<file path="config.mk">
export PLATFORM = sky130hd
export DESIGN_NAME = ahb_rr_arbiter
export DESIGN_NICKNAME = d
export VERILOG_FILES = /design/src/rtl/ahb_rr_arbiter_pkg.sv /design/src/rtl/ahb_rr_pick.sv /design/src/rtl/ahb_rr_arbiter.sv
export SDC_FILE = /design/constraint.sdc
export NUM_CORES = 1
export LEC_CHECK = 0
export ABC_CLOCK_PERIOD_IN_PS = 5450
export CORE_AREA = 2 2 125 127
export DETAILED_ROUTE_END_ITERATION = 10
export DIE_AREA = 0 0 127 129
export GPL_TIMING_DRIVEN = 1
export PLACE_DENSITY = 0.75
export SYNTH_ARGS = -nofsm -noshare
export SYNTH_HDL_FRONTEND = slang
export SYNTH_SLANG_ARGS = --single-unit
</file>
<file path="constraint.sdc">
create_clock -name s_clk_i -period 5.45 [get_ports s_clk_i]
set_input_delay 1.09 -clock s_clk_i [delete_from_list [all_inputs] [get_ports s_clk_i]]
set_output_delay 1.09 -clock s_clk_i [all_outputs]
set_load 0.02 [all_outputs]
</file>
<file path="src/rtl/ahb_rr_arbiter_pkg.sv">
// Shared encodings and types for the AHB3-Lite round-robin arbiter.
package p_ahb_arb;

  typedef enum logic [1:0] {
    HTRANS_IDLE   = 2'd0,
    HTRANS_BUSY   = 2'd1,
    HTRANS_NONSEQ = 2'd2,
    HTRANS_SEQ    = 2'd3
  } htrans_e;

  typedef enum logic [1:0] {
    ARB_IDLE,
    ARB_WAIT,
    ARB_DATA
  } arb_state_e;

  // Width of the captured address; instances must use AW <= CAP_AW.
  localparam int CAP_AW = 32;

  typedef struct packed {
    logic [CAP_AW-1:0] addr;
    logic [2:0]        size;
    logic              write;
    logic              lock;
  } cap_req_t;

endpackage

</file>
<file path="src/rtl/ahb_rr_pick.sv">
// Combinational N-way round-robin picker with lock hold on the last winner.
module ahb_rr_pick #(
  parameter int N = 2
) (
  input  logic [N-1:0]                  req,
  input  logic [(N>1?$clog2(N):1)-1:0]  last,
  input  logic                          lock,
  output logic [(N>1?$clog2(N):1)-1:0]  grant,
  output logic                          valid
);

  localparam int IW = (N > 1) ? $clog2(N) : 1;

  int idx;

  // NOTE: every output of a combinational block gets a default first, so no path can infer a latch.
  always_comb begin
    grant = last;
    valid = 1'b0;
    idx   = 0;
    if (lock && req[last]) begin
      valid = 1'b1;
    end else begin
      for (int k = 1; k <= N; k++) begin
        idx = (int'(last) + k) % N;
        if (!valid && req[IW'(idx)]) begin
          grant = IW'(idx);
          valid = 1'b1;
        end
      end
    end
  end

endmodule

</file>
<file path="src/rtl/ahb_rr_arbiter.sv">
// Shares one AHB3-Lite slave between NUM_MASTERS masters; losers are captured,
// stalled through hready and replayed in round-robin order.
module ahb_rr_arbiter
  import p_ahb_arb::*;
#(
  parameter int NUM_MASTERS = 2,
  parameter int AW          = 32
) (
  input  logic          s_clk_i,
  input  logic          s_resetn_i,
  input  logic [AW-1:0] s_haddr_i     [NUM_MASTERS],
  input  logic [31:0]   s_hwdata_i    [NUM_MASTERS],
  input  logic [2:0]    s_hsize_i     [NUM_MASTERS],
  input  logic [1:0]    s_htrans_i    [NUM_MASTERS],
  input  logic          s_hwrite_i    [NUM_MASTERS],
  input  logic          s_hmastlock_i [NUM_MASTERS],
  input  logic          s_hsel_i      [NUM_MASTERS],
  output logic [31:0]   s_hrdata_o    [NUM_MASTERS],
  output logic          s_hready_o    [NUM_MASTERS],
  output logic          s_hresp_o     [NUM_MASTERS],
  output logic [AW-1:0] m_haddr_o,
  output logic [31:0]   m_hwdata_o,
  output logic [2:0]    m_hsize_o,
  output logic [1:0]    m_htrans_o,
  output logic          m_hwrite_o,
  output logic          m_hmastlock_o,
  output logic          m_hsel_o,
  input  logic [31:0]   m_hrdata_i,
  input  logic          m_hready_i,
  input  logic          m_hresp_i
);

  localparam int N  = NUM_MASTERS;
  localparam int IW = (N > 1) ? $clog2(N) : 1;

  arb_state_e     state_q [N];
  arb_state_e     state_d [N];
  cap_req_t       cap_q   [N];
  cap_req_t       fwd;
  logic [N-1:0]   own, live, req, won;
  logic [IW-1:0]  r_last, r_dph_owner, pick_idx;
  logic           r_lock, r_dph_valid, pick_valid, grant;

  always_comb begin
    for (int i = 0; i < N; i++) begin
      own[i]        = r_dph_valid && (r_dph_owner == IW'(i)) && (state_q[i] == ARB_DATA);
      s_hrdata_o[i] = m_hrdata_i;
      s_hready_o[i] = (state_q[i] == ARB_IDLE) || (own[i] && m_hready_i);
      s_hresp_o[i]  = own[i] && m_hresp_i;
    end
  end

  always_comb begin
    for (int i = 0; i < N; i++) begin
      live[i] = s_hsel_i[i] && (s_htrans_i[i] == HTRANS_NONSEQ) && s_hready_o[i];
      req[i]  = live[i] || (state_q[i] == ARB_WAIT);
    end
  end

  ahb_rr_pick #(.N(N)) u_pick (
    .req   (req),
    .last  (r_last),
    .lock  (r_lock),
    .grant (pick_idx),
    .valid (pick_valid)
  );

  // A grant only commits when the slave can take a new address phase.
  assign grant = pick_valid && m_hready_i;

  always_comb begin
    for (int i = 0; i < N; i++) won[i] = grant && (pick_idx == IW'(i));
  end

  // A waiting master's live inputs have already moved on; replay its captured request.
  always_comb begin
    fwd = cap_q[pick_idx];
    if (state_q[pick_idx] != ARB_WAIT) begin
      fwd.addr  = CAP_AW'(s_haddr_i[pick_idx]);
      fwd.size  = s_hsize_i[pick_idx];
      fwd.write = s_hwrite_i[pick_idx];
      fwd.lock  = s_hmastlock_i[pick_idx];
    end
  end

  assign m_haddr_o     = AW'(fwd.addr);
  assign m_hsize_o     = fwd.size;
  assign m_hwrite_o    = fwd.write;
  assign m_hmastlock_o = pick_valid && fwd.lock;
  assign m_htrans_o    = pick_valid ? HTRANS_NONSEQ : HTRANS_IDLE;
  assign m_hsel_o      = pick_valid;
  assign m_hwdata_o    = s_hwdata_i[r_dph_owner];

  always_comb begin
    for (int i = 0; i < N; i++) begin
      state_d[i] = state_q[i];
      unique case (state_q[i])
        ARB_IDLE: if (live[i]) state_d[i] = won[i] ? ARB_DATA : ARB_WAIT;
        ARB_WAIT: if (won[i]) state_d[i] = ARB_DATA;
        ARB_DATA: if (m_hready_i) state_d[i] = !live[i] ? ARB_IDLE : (won[i] ? ARB_DATA : ARB_WAIT);
        default:  state_d[i] = ARB_IDLE;
      endcase
    end
  end

  // NOTE: sequential state uses non-blocking assignments so every register samples pre-edge values.
  always_ff @(posedge s_clk_i) begin
    if (!s_resetn_i) begin
      for (int i = 0; i < N; i++) state_q[i] <= ARB_IDLE;
      r_last      <= IW'(N - 1);
      r_lock      <= 1'b0;
      r_dph_valid <= 1'b0;
      r_dph_owner <= '0;
    end else begin
      for (int i = 0; i < N; i++) state_q[i] <= state_d[i];
      if (m_hready_i) begin
        r_dph_valid <= pick_valid;
        if (pick_valid) begin
          r_dph_owner <= pick_idx;
          r_last      <= pick_idx;
          r_lock      <= fwd.lock;
        end
      end
    end
  end

  // NOTE: capture registers are plain storage qualified by state, so they need no reset.
  always_ff @(posedge s_clk_i) begin
    for (int i = 0; i < N; i++) begin
      if (live[i]) begin
        cap_q[i] <= '{addr:  CAP_AW'(s_haddr_i[i]),
                      size:  s_hsize_i[i],
                      write: s_hwrite_i[i],
                      lock:  s_hmastlock_i[i]};
      end
    end
  end

endmodule

</file>
# After elaboration in Yosys (flattened, before gate mapping)
# Memories as Yosys holds them, arrays and structs flattened.
# Index checks and enable logic that the tools add are counted.
[word_totals]
reg_bits = 4
latchBits = 0
ram_bits = 78
mem_bits_ro = 0
inputBits = 180
elab_cells = 102
n_memories = 2
[op_classes]
n_addsub = 2
multipliers = 0
div = 0
order_cmp = 5
n_eq_ne = 7
n_shift = 0
mux = 50
n_bitwise = 6
reduce_logical = 26
[memory_table]
columns = ["name", "words", "word_bits", "read_ports", "rd_clocked_by_memory_dff", "write_ports", "line", "text"]
rows = [
  ["cap_q", 2, 37, 1, 0, 2, "ahb_rr_arbiter.sv:38", "cap_req_t cap_q [N];"],
  ["state_q", 2, 2, 3, 0, 2, "ahb_rr_arbiter.sv:36", "arb_state_e state_q [N];"],
]
[op_table]
columns = ["op", "n"]
rows = [
  ["32-bit two-way mux", 6],
  ["37-bit two-way mux", 1],
  ["2-bit two-way mux", 13],
  ["1-bit two-way mux", 25],
  ["1-bit logical AND", 18],
  ["2-bit one-hot mux with 3 select lines", 2],
  ["3-bit two-way mux", 3],
  ["2-bit equality test (second input constant)", 4],
  ["1-bit by 3-bit less-than comparator with 1-bit output (second input constant)", 2],
  ["2-bit by 1-bit equality test with 1-bit output (second input constant)", 2],
  ["2-bit greater-or-equal comparator (second input constant)", 2],
  ["2-bit zero test", 2],
  ["1-bit logical OR", 4],
  ["1-bit NOT with 2-bit output", 2],
  ["1-bit adder (second input constant)", 2],
  ["1-bit by 2-bit less-than comparator with 1-bit output (second input constant)", 1],
  ["2-bit by 1-bit != test with 1-bit output (second input constant)", 1],
  ["1-bit NOT", 2],
  ["1-bit bitwise OR", 2],
  ["2-bit AND reduction", 1],
  ["1-bit zero test", 1],
]

# Longest topological paths before layout
# Gate-level depths: netlist (run 1).
[logic_depth]
word_depth = 22
depth_mapped = 10
mapped_depth_nobuf = 6

# Cells and area by module
# Synthesis (run 1) repeated with hierarchy kept, for this count alone.
[unflattened]
cells_unflattened = 332
hier_area_um2 = 4986.0
[modules_own_cells]
columns = ["module", "n_inst", "cells_each", "area_per_inst_um2", "seq_area_each_um2"]
rows = [
  ["ahb_rr_arbiter", 1, 328, 4954.8, 2382.3],
  ["ahb_rr_pick", 1, 4, 31.3, 0.0],
]

# Worst setup path before layout (run 1)
# No wires, ideal clock.
[synth_path]
path_kind = "input -> register"
from = "input s_htrans_i[0] (netlist bit)"
to = "memory cap_q[1][0] (netlist bit) (enable)"
setup_time_ns = 0.477
t_arrival_ns = 3.900
required_ns = 4.973
setup_slack_ns = 1.073
cell_stages = 2
n_path_buf = 0
path_cell_list = "nand3b_1 > nor3_1"
[synth_rtl]
columns = ["element", "line", "text"]
rows = [
  ["from (decl)", "ahb_rr_arbiter.sv:14", "input logic [1:0] s_htrans_i [NUM_MASTERS],"],
  ["to (decl)", "ahb_rr_arbiter.sv:38", ""],
]

# Worst setup path after layout (run 1)
[layout_path]
from = "input m_hready_i"
to = "output m_hwrite_o"
[layout_via]
elab_chain_len = 17
word_cells_on_any_way = 30
[layout_lines]
columns = ["element", "line", "text"]
rows = [
  ["from (decl)", "ahb_rr_arbiter.sv:29", "input logic m_hready_i,"],
  ["1-bit logical AND", "ahb_rr_arbiter.sv:48", "s_hready_o[i] = (state_q[i] == ARB_IDLE) || (own[i] && m_hready_i);"],
  ["1-bit logical OR", "ahb_rr_arbiter.sv:48", ""],
  ["1-bit logical AND", "ahb_rr_arbiter.sv:55", "live[i] = s_hsel_i[i] && (s_htrans_i[i] == HTRANS_NONSEQ) && s_hready_o[i];"],
  ["1-bit logical OR", "ahb_rr_arbiter.sv:56", "req[i] = live[i] || (state_q[i] == ARB_WAIT);"],
  ["1-bit two-way mux (implied by the code) (2 in a row)", "ahb_rr_pick.sv:26", "if (!valid && req[IW'(idx)]) begin"],
  ["1-bit two-way mux", "ahb_rr_pick.sv:26", ""],
  ["1-bit two-way mux", "ahb_rr_pick.sv:21", "if (lock && req[last]) begin"],
  ["1-bit zero test", "ahb_rr_pick.sv:26", ""],
  ["1-bit logical AND", "ahb_rr_pick.sv:26", ""],
  ["1-bit two-way mux", "ahb_rr_pick.sv:26", ""],
  ["1-bit two-way mux (*)", "ahb_rr_pick.sv:21", ""],
  ["1-bit NOT with 2-bit output (implied by the code)", "ahb_rr_arbiter.sv:81", "fwd.write = s_hwrite_i[pick_idx];"],
  ["1-bit two-way mux (implied by the code) (3 in a row)", "ahb_rr_arbiter.sv:81", ""],
  ["37-bit two-way mux (*)", "ahb_rr_arbiter.sv:78", "if (state_q[pick_idx] != ARB_WAIT) begin"],
  ["to (decl)", "ahb_rr_arbiter.sv:25", "output logic m_hwrite_o,"],
]
# Mark *: on every way between the ends. The rest lies on a longest branch, timed or not. The select of a mux whose other input is x is not followed.

==> impl_metrics.tcl, run 1 <==
set metrics [dict create \
    grt_max_degree 38 \
    gp_congestion 0.863 \
    port_buffers 222 \
    final_area_sq_um 7240 \
    p_int_mw 1.34 \
    ys_seq_area_share_pct 45.4 \
    grt-busiest-layer "met2" \
    start_kind "input port" \
    hold_viol 0 \
    utilization_pct 48.3 \
    crit_path_top_delay_cell "clkdlybuf4s50_1" \
    met3_usage_pct 5.99 \
    htreeDepth 3 \
    clk_path_buf_depth 2 \
    pwr-share-seq_pct 39.3 \
    root_buffer "clkbuf_16" \
    ios 320 \
    period_needed_ns 5.14 \
    cp_max_fo 25 \
    setup_slack_ns 0.309 \
    wl_per_cell_um 20.9 \
    drc 0 \
    power.total_mw 1.86 \
    placed_area_sq_um 6980 \
    cts_tree "built" \
    synth_ff_type "edfxtp_1" \
    p_sw_uw 518 \
    nFillCells 1298 \
    grt_pass1_vias 3870 \
    clk_pin_slew_ns 0.06 \
    area_delta_synth_final_pct 38.0 \
    outcome "completed" \
    leakagePower_nw 3.03 \
    swShare_pct 27.8 \
    clockPowerShare_pct 28.5 \
    layoutNonFillerInstCount 745 \
    setup_viol 0 \
    critPathMaxStageDelay_ns 0.64 \
    grt-ovfl-total 0 \
    path_delay_family "buffers and inverters" \
    grt_pass1_wl_um 22900 \
    synth_edf_count 74 \
    ys_warn_count 0 \
    min_period_over_period_pct 94.3 \
    syn_area_per_cell_sq_um 12.3 \
    place_inst 729 \
    hpwlAfterDp_um 12300 \
    die_w_um 127 \
    grt_util_all_layers_pct 18.6 \
    clock_sinks 82 \
    met1_usage_pct 21.7 \
    die-area_sq_um 16400 \
    maxCapViolCount 0 \
    placeableCoreArea_sq_um 15000 \
    worstMarginPinSlew_ns 1.10 \
    start_util_pct 35.0 \
    holdWs_ns 0.587 \
    fin_setup_tns_ns 0 \
    firstDrtPassIters 4 \
    max_freq_ghz 0.195 \
    die_h_um 129 \
    ctsResizeCount 0 \
    syn_inst 426 \
    async_flop_share_pct 0 \
    grt_antenna_before_repair 0 \
    fin_worst_skew_ns 0.00447 \
    syn_area_sq_um 5250 \
    cts_buffers 9 \
    first_iter_violations 170 \
    ys_ff_latch 82 \
    diodes 0 \
    dp_slack_ns 0.326 \
    yosysUniqueCellTypes 43 \
    p_comb_share_pct 32.2 \
    hold_buffers 0 \
    required_ns 4.36 \
    vias 3686 \
    hold_path_class "reg -> reg" \
    cp-end-kind "primary output" \
    power_density_nw_per_um2 257 \
    arrival_ns 4.05 \
    viasPerCell 4.95 \
    cp_num_buf_inv 3 \
    clkLatencyLatePin_ns 0.33 \
    ant_nets 0 \
    critPathKind "in -> out" \
    post_cts_buffers 0 \
    slew-limit-headroom_pct 26.2 \
    rsz0062_at_grt "no" \
    synth_nets 606 \
    drv_slew 0 \
    row_count 45 \
    gr-usage-met2_pct 32.3 \
    irDropWorstVdd_mv 0.122 \
    drt_wl_total_um 15600 \
    cp_cell_sequence "clkdlybuf4s50_1, nand4bb_1, a221o_1, and2_1, a31oi_4, buf_12, mux2i_1, mux2i_1, clkdlybuf4s50_1" \
    drive_above_1_share_pct 11.7 \
    nets 732 \
]
[cell type report]
cell class	instances	area [sq um]	area share, %
clock inverters	7	36.3	0.501
multi-input cells	218	1970	27.2
flip-flops and latches	82	2380	32.9
well taps	188	235	3.25
clock buffers	9	225	3.11
repair buffers	235	2370	32.7
inverters	6	22.5	0.311
[cell usage after synthesis, types with 3 or more instances]
library cell  number  share of area (%)
inv_1              5               0.36
mux2i_1          108                 21
o21ai_0            3               0.29
a21oi_1            6               0.57
buf_1              3               0.21
o22ai_1            4               0.48
edfxtp_1          74                 42
nand2_1            8               0.57
a21boi_1           3               0.43
dfxtp_1            8                3.1
buf_6             10                2.1
nor3_1             3               0.29
a31oi_1            5               0.60
mux2_2            32                6.9
o21a_1             3               0.43
buf_4            104                 15
and3_1             3               0.36
nor2b_1            4               0.48
nor2_1             6               0.43
[sequential cells by signal, indices dropped and copies added, names as in the netlist]
name         flops
r_dph_valid      1
state_q          4
r_last           1
r_lock           1
r_dph_owner      1
cap_q           74
[power by group through the flow]
stage          clock network (mW)  registers (mW)  logic (mW)
6_report                    0.531           0.732       0.600
5_1_grt                     0.572           0.735       0.636
4_1_cts                     0.549           0.732       0.608
3_5_place_dp                    0           0.746       0.604
3_3_place_gp                    0           0.744       0.598
2_1_floorplan                   0           0.742       0.435
[placed cells by master (no fill, tap or decap), types with 2 or more instances in the layout]
| master | netlist | final |
|---|---|---|
| clkdlybuf4s50_1 | 0 | 222 |
| mux2i_1 | 108 | 108 |
| edfxtp_1 | 74 | 74 |
| mux2_2 | 32 | 32 |
| clkbuf_16 | 0 | 9 |
| buf_4 | 104 | 9 |
| nand2_1 | 8 | 8 |
| dfxtp_1 | 8 | 8 |
| nor2_1 | 6 | 6 |
| a21oi_1 | 6 | 6 |
| inv_1 | 5 | 5 |
| o22ai_1 | 4 | 4 |
| a31oi_1 | 5 | 4 |
| buf_12 | 0 | 4 |
| o21a_1 | 3 | 3 |
| nor2b_1 | 4 | 3 |
| o21ai_0 | 3 | 3 |
| a21boi_1 | 3 | 3 |
| and3_1 | 3 | 3 |
| clkinv_1 | 0 | 3 |
| nand3b_1 | 2 | 2 |
| a22oi_1 | 2 | 2 |
| nand2b_1 | 2 | 2 |
| nor3_1 | 3 | 2 |
| o21ai_1 | 2 | 2 |
| and2_1 | 2 | 2 |
| nand3_1 | 2 | 2 |
| o32a_1 | 2 | 2 |
| nand4_1 | 2 | 2 |
| clkinvlp_4 | 0 | 2 |
| clkinv_2 | 0 | 2 |
[layer usage]
layer | wire, um | vias up | share of wire [%]
met1 | 6090 | 1729 | 39
li1 | - | 1729 | -
met2 | 7890 | 196 | 51
met5 | 0 | - | 0
met3 | 1300 | 32 | 8.4
met4 | 294 | 0 | 1.9
[worst paths after layout]
| check | from | end | slack (ns) | depth (start not counted) |
|---|---|---|---|---|
| worst min register to register | state_q[0][1] | state_q[0][1] | 0.59 | 2 |
| worst max register to register | r_dph_owner | cap_q[0][14] | 2.64 | 4 |
| worst max-delay path | m_hready_i | m_hwrite_o | 0.31 | 9 |
| worst min-delay path | state_q[0][1] | state_q[0][1] | 0.59 | 2 |
[cells by family after synthesis]
kind of cell	after synthesis	share of synthesized area (%)
AOI/OAI and AO/OA	39	5.18
buffers and inverters	126	17.9
DFF	82	45.4
muxes	140	27.5
other	1	0.0715
and+or+nand+nor	38	3.96
[tightest hold or removal path, stage by stage (launching register included)]
cell	delay (ns)
dfxtp_1	0.36
nand3_1	0.11
a21boi_1	0.06
(Power assumes the default switching activity.)
==> inputs of run 2 (changes only) <==
--- a/config.mk
+++ b/config.mk
@@ -11,6 +11,7 @@
 export DIE_AREA = 0 0 127 129
 export GPL_TIMING_DRIVEN = 1
 export PLACE_DENSITY = 0.75
+export SLEW_MARGIN = 20
 export SYNTH_ARGS = -nofsm -noshare
 export SYNTH_HDL_FRONTEND = slang
 export SYNTH_SLANG_ARGS = --single-unit
==> run 2 against run 1 <==
Compared with the run above: sequential share of layout area is 0.091 points lower; die area stayed put; count of clock-buffer cells in the layout stayed put; first-iteration DRC count is 11% higher; worst hold slack better by 0.0048 ns; clock power hardly changed; core utilization is 0.13 points higher; total power is 0.12% higher; critical path depth stayed put; maximum frequency hardly changed; largest cell class is now non-clock buffers.
==> impl_metrics.tcl, run 2 (synthesis gave the netlist of run 1 again) <==
set metrics [dict create \
    die_h_um 129 \
    grt_antenna_before_repair 0 \
    clk_pin_slew_ns 0.06 \
    slew-limit-headroom_pct 56.3 \
    drive_above_1_share_pct 11.8 \
    grt-ovfl-total 0 \
    required_ns 4.36 \
    final_cell_mix "clkdlybuf4s50_1, mux2i_1, edfxtp_1" \
    dp_slack_ns 0.326 \
    cp-end-kind "primary output" \
    critPathKind "in -> out" \
    clk_path_buf_depth 2 \
    nFillCells 1296 \
    hpwlAfterDp_um 12300 \
    viasPerCell 4.95 \
    fin_setup_tns_ns 0 \
    cts_buffers 9 \
    hold_buffers 0 \
    ant_nets 0 \
    post_cts_buffers 0 \
    htreeDepth 3 \
    drt_wl_total_um 15600 \
    wl_per_cell_um 21.0 \
    clkLatencyLatePin_ns 0.33 \
    setup_viol 0 \
    leakagePower_nw 3.04 \
    placeableCoreArea_sq_um 15000 \
    grt_pass1_vias 3870 \
    placed_area_sq_um 6980 \
    swShare_pct 27.8 \
    setup_slack_ns 0.311 \
    die_w_um 127 \
    clock_sinks 82 \
    hold_path_class "reg -> reg" \
    area_delta_synth_final_pct 38.4 \
    final_common_cell "clkdlybuf4s50_1" \
    p_comb_share_pct 32.3 \
    p_sw_uw 518 \
    cp_num_buf_inv 3 \
    first_iter_violations 189 \
    gp_congestion 0.863 \
    min_period_over_period_pct 94.3 \
    vias 3691 \
    port_buffers 222 \
    maxCapViolCount 0 \
    clockPowerShare_pct 28.4 \
    grt_max_degree 38 \
    crit_path_top_delay_cell "clkdlybuf4s50_1" \
    cp_cell_sequence "clkdlybuf4s50_1, nand4bb_1, a221o_1, and2_1, a31oi_4, buf_12, mux2i_1, mux2i_1, clkdlybuf4s50_1" \
    nets 733 \
    drc 0 \
    fin_worst_skew_ns 0.00511 \
    max_freq_ghz 0.195 \
    diodes 0 \
    arrival_ns 4.05 \
    final_area_sq_um 7260 \
    start_util_pct 35.0 \
    power_density_nw_per_um2 257 \
    ctsResizeCount 0 \
    period_needed_ns 5.14 \
    largest_register "cap_q" \
    row_count 45 \
    root_buffer "clkbuf_16" \
    grt_util_all_layers_pct 18.6 \
    drv_slew 0 \
    ios 320 \
    cp_max_fo 25 \
    hold_viol 0 \
    largest_reg_flops 74 \
    start_kind "input port" \
    irDropWorstVdd_mv 0.125 \
    critPathMaxStageDelay_ns 0.64 \
    worstMarginPinSlew_ns 0.655 \
    die-area_sq_um 16400 \
    rsz0062_at_grt "no" \
    cts_tree "built" \
    outcome "completed" \
    path_delay_family "buffers and inverters" \
    firstDrtPassIters 5 \
    p_int_mw 1.35 \
    reg_top3 "cap_q x74, state_q x4" \
    grt_pass1_wl_um 22900 \
    pwr-share-seq_pct 39.2 \
]
-- run 2: cell types whose count changed in the layout (fill, tap and decap cells not counted) --
cell,before,now
buf_12,4,5
-- run 2: layout make-up --
class / count / area (sq um) / area share [%]
clock buffer: 9 / 225 / 3.10
inverter: 6 / 22.5 / 0.310
sequential: 82 / 2380 / 32.8
tap: 188 / 235 / 3.24
clock inverter: 7 / 36.3 / 0.500
multi-input combinational: 218 / 1970 / 27.1
timing repair buffer: 236 / 2390 / 32.9
-- run 2: metrics by stage --
stage	hold WS (ns)	total power [mW]	cells	util, %
global route	0.616	1.94	746	48.5
finish	0.591	1.86	746	48.5
global placement	0.561	1.34	729	46.6
floorplan	0.520	1.18	426	-
CTS	0.568	1.89	745	48.3
detailed placement	0.559	1.35	729	46.6
-- run 2: layer usage --
layer	vias up	track usage, %	routed length (um)
met5	-	0	0
met4	0	6.33	244
met3	31	5.99	1240
met2	168	32.3	7970
met1	1757	21.7	6180
li1	1735	-	-
-- run 2: final timing paths --
kind,from,slack (ns),depth (start not counted),endpoint
max,m_hready_i,0.31,9,m_hwrite_o
min,state_q[0][1],0.59,2,state_q[0][1]
max reg2reg,r_dph_owner,2.93,5,cap_q[0][3]
min reg2reg,state_q[0][1],0.59,2,state_q[0][1]
-- run 2: power by group through the flow --
| stage | Combinational (mW) | Clock [mW] | Sequential (mW) |
|---|---|---|---|
| 5_1_grt | 0.639 | 0.572 | 0.734 |
| 3_5_place_dp | 0.604 | 0 | 0.746 |
| 3_3_place_gp | 0.598 | 0 | 0.744 |
| 4_1_cts | 0.608 | 0.549 | 0.732 |
| 2_1_floorplan | 0.435 | 0 | 0.742 |
| 6_report | 0.603 | 0.530 | 0.732 |
-- run 2: worst reg2reg max path, cell delays in order, from the launching register on --
cell and delay, ns:
dfxtp_1 0.51, nand4bb_1 0.34, a22oi_1 0.37, buf_4 0.27, nor2b_4 0.46, buf_12 0.26
==> inputs of run 3 (changes only) <==
--- a/config.mk
+++ b/config.mk
@@ -5,12 +5,12 @@
 export SDC_FILE = /design/constraint.sdc
 export NUM_CORES = 1
 export LEC_CHECK = 0
-export ABC_CLOCK_PERIOD_IN_PS = 5450
-export CORE_AREA = 2 2 125 127
+export ABC_CLOCK_PERIOD_IN_PS = 6200
+export CORE_AREA = 2 2 124 126
 export DETAILED_ROUTE_END_ITERATION = 10
-export DIE_AREA = 0 0 127 129
+export DIE_AREA = 0 0 126 128
 export GPL_TIMING_DRIVEN = 1
-export PLACE_DENSITY = 0.75
+export PLACE_DENSITY = 0.76
 export SLEW_MARGIN = 20
 export SYNTH_ARGS = -nofsm -noshare
 export SYNTH_HDL_FRONTEND = slang
==> constraint.sdc (replaced) <==
create_clock -name s_clk_i -period 6.2 [get_ports s_clk_i]
set_input_delay 1.24 -clock s_clk_i [delete_from_list [all_inputs] [get_ports s_clk_i]]
set_output_delay 1.24 -clock s_clk_i [all_outputs]
set_load 0.02 [all_outputs]
==> run 3 against run 2 <==
Compared with the run above: count of clock-buffer cells in the layout is 2 higher; cell count shrank 0.54%; critical path depth shrank 1; worst setup slack gained 0.21 ns; clock skew rose by 0.0041 ns; die area is 1.6% lower; cell area decreased by 0.57%; via count up 0.70%; sequential power decreased by 12%; flip-flop and latch count stayed put; register-to-register slack gained 0.80 ns; critical endpoint is now m_haddr_o[12]; largest cell class is now registers.
==> impl_metrics.tcl, run 3 (synthesis gave the netlist of run 1 again) <==
set metrics [dict create \
    outcome "completed" \
    setup_viol 0 \
    ios 320 \
    fin_setup_tns_ns 0 \
    irDropWorstVdd_mv 0.113 \
    largest_reg_flops 74 \
    drive_above_1_share_pct 10.5 \
    cp_common_cell "clkdlybuf4s50_1" \
    start_kind "input port" \
    dp_slack_ns 0.479 \
    power_density_nw_per_um2 232 \
    p_sw_uw 458 \
    ant_nets 0 \
    clkLatencyLatePin_ns 0.34 \
    grt_max_degree 73 \
    nets 725 \
    slew-limit-headroom_pct 50.0 \
    swShare_pct 27.3 \
    maxCapViolCount 0 \
    hold_buffers 0 \
    reg_top3 "cap_q x74, state_q x4" \
    hpwlAfterDp_um 12300 \
    grt-ovfl-total 0 \
    start_util_pct 35.3 \
    grt_antenna_before_repair 4 \
    clockPowerShare_pct 30.9 \
    port_buffers 222 \
    first_iter_violations 258 \
    clk_path_buf_depth 2 \
    drc 0 \
    pwr-share-seq_pct 38.4 \
    hold_viol 0 \
    leakagePower_nw 3.01 \
    area_delta_synth_final_pct 37.6 \
    critPathKind "in -> out" \
    fin_worst_skew_ns 0.00924 \
    period_needed_ns 5.68 \
    rsz0062_at_grt "no" \
    firstDrtPassIters 4 \
    die_w_um 126 \
    placeableCoreArea_sq_um 14900 \
    grt_util_all_layers_pct 19.3 \
    cp_max_fo 34 \
    die-area_sq_um 16100 \
    ctsResizeCount 0 \
    viasPerCell 5.01 \
    min_period_over_period_pct 91.6 \
    required_ns 4.96 \
    nFillCells 1306 \
    drv_slew 0 \
    cp_cell_sequence "clkdlybuf4s50_1, nand4bb_1, a221o_1, nor3b_1, a311oi_4, buf_12, mux2i_1, clkdlybuf4s50_1" \
    largest_register "cap_q" \
    vias 3717 \
    p_int_mw 1.22 \
    cp-end-kind "primary output" \
    arrival_ns 4.44 \
    die_h_um 128 \
    p_comb_share_pct 30.7 \
    cts_tree "built" \
    drt_wl_total_um 15800 \
    root_buffer "clkbuf_16" \
    final_common_cell "clkdlybuf4s50_1" \
    crit_path_top_delay_cell "clkdlybuf4s50_1" \
    worstMarginPinSlew_ns 0.749 \
    power.total_mw 1.68 \
    setup_slack_ns 0.522 \
    hold_path_class "reg -> reg" \
    wl_per_cell_um 21.3 \
    cts_buffers 9 \
    row_count 45 \
    critPathMaxStageDelay_ns 0.66 \
    grt_pass1_wl_um 23400 \
    gp_congestion 0.910 \
    clock_sinks 82 \
    htreeDepth 3 \
    final_cell_mix "clkdlybuf4s50_1, mux2i_1, edfxtp_1" \
    grt_pass1_vias 3876 \
    max_freq_ghz 0.176 \
    utilization_pct 48.6 \
    clk_pin_slew_ns 0.06 \
    post_cts_buffers 0 \
]
## run 3: worst paths after layout
check / cells after the start / slack [ns] / startpoint / end
hold / removal: 2 / 0.58 / state_q[0][1] / state_q[0][1]
setup reg to reg: 5 / 3.73 / r_dph_owner / cap_q[0][16]
setup / recovery: 8 / 0.52 / m_hready_i / m_haddr_o[12]
hold reg to reg: 2 / 0.58 / state_q[0][1] / state_q[0][1]
## run 3: stage by stage
step / hold slack (ns) / cells / instance area [sq um]
finish: 0.577 / 742 / 7220
global route: 0.619 / 742 / 7220
CTS: 0.578 / 738 / 7210
detailed placement: 0.560 / 722 / 6920
global placement: 0.574 / 721 / 6890
floorplan: 0.520 / 426 / 5250
## run 3: worst max-delay path: cells and delay by family
| family | cells | cell delay (ns) |
|---|---|---|
| buf+inv | 3 | 1.61 |
| compound gates | 2 | 0.87 |
| simple gates | 2 | 0.38 |
| mux | 1 | 0.31 |
## run 3: power groups by stage
stage | Clock [mW] | Sequential, mW | Combinational [mW]
final | 0.518 | 0.644 | 0.515
after global routing | 0.552 | 0.646 | 0.545
after CTS | 0.532 | 0.643 | 0.521
after detailed placement | 0 | 0.655 | 0.518
after global placement | 0 | 0.654 | 0.509
after floorplan | 0 | 0.652 | 0.382
## run 3: layout make-up
cell class	count	area [sq um]	share of cell area [%]
diodes	4	10.0	0.139
flip-flops and latches	82	2380	33.0
repair buffers	228	2310	32.0
clock inverters	5	55.1	0.763
well taps	188	235	3.26
clock buffers	11	233	3.22
multi-input cells	218	1970	27.3
inverters	6	22.5	0.312
## run 3: metal layers
layer	part of all wire, %	GRT usage (%)	wire, um
met1	41	23.9	6510
met2	47	30.6	7480
met3	9.3	6.26	1470
met4	2.0	9.44	313
met5	0	0	0
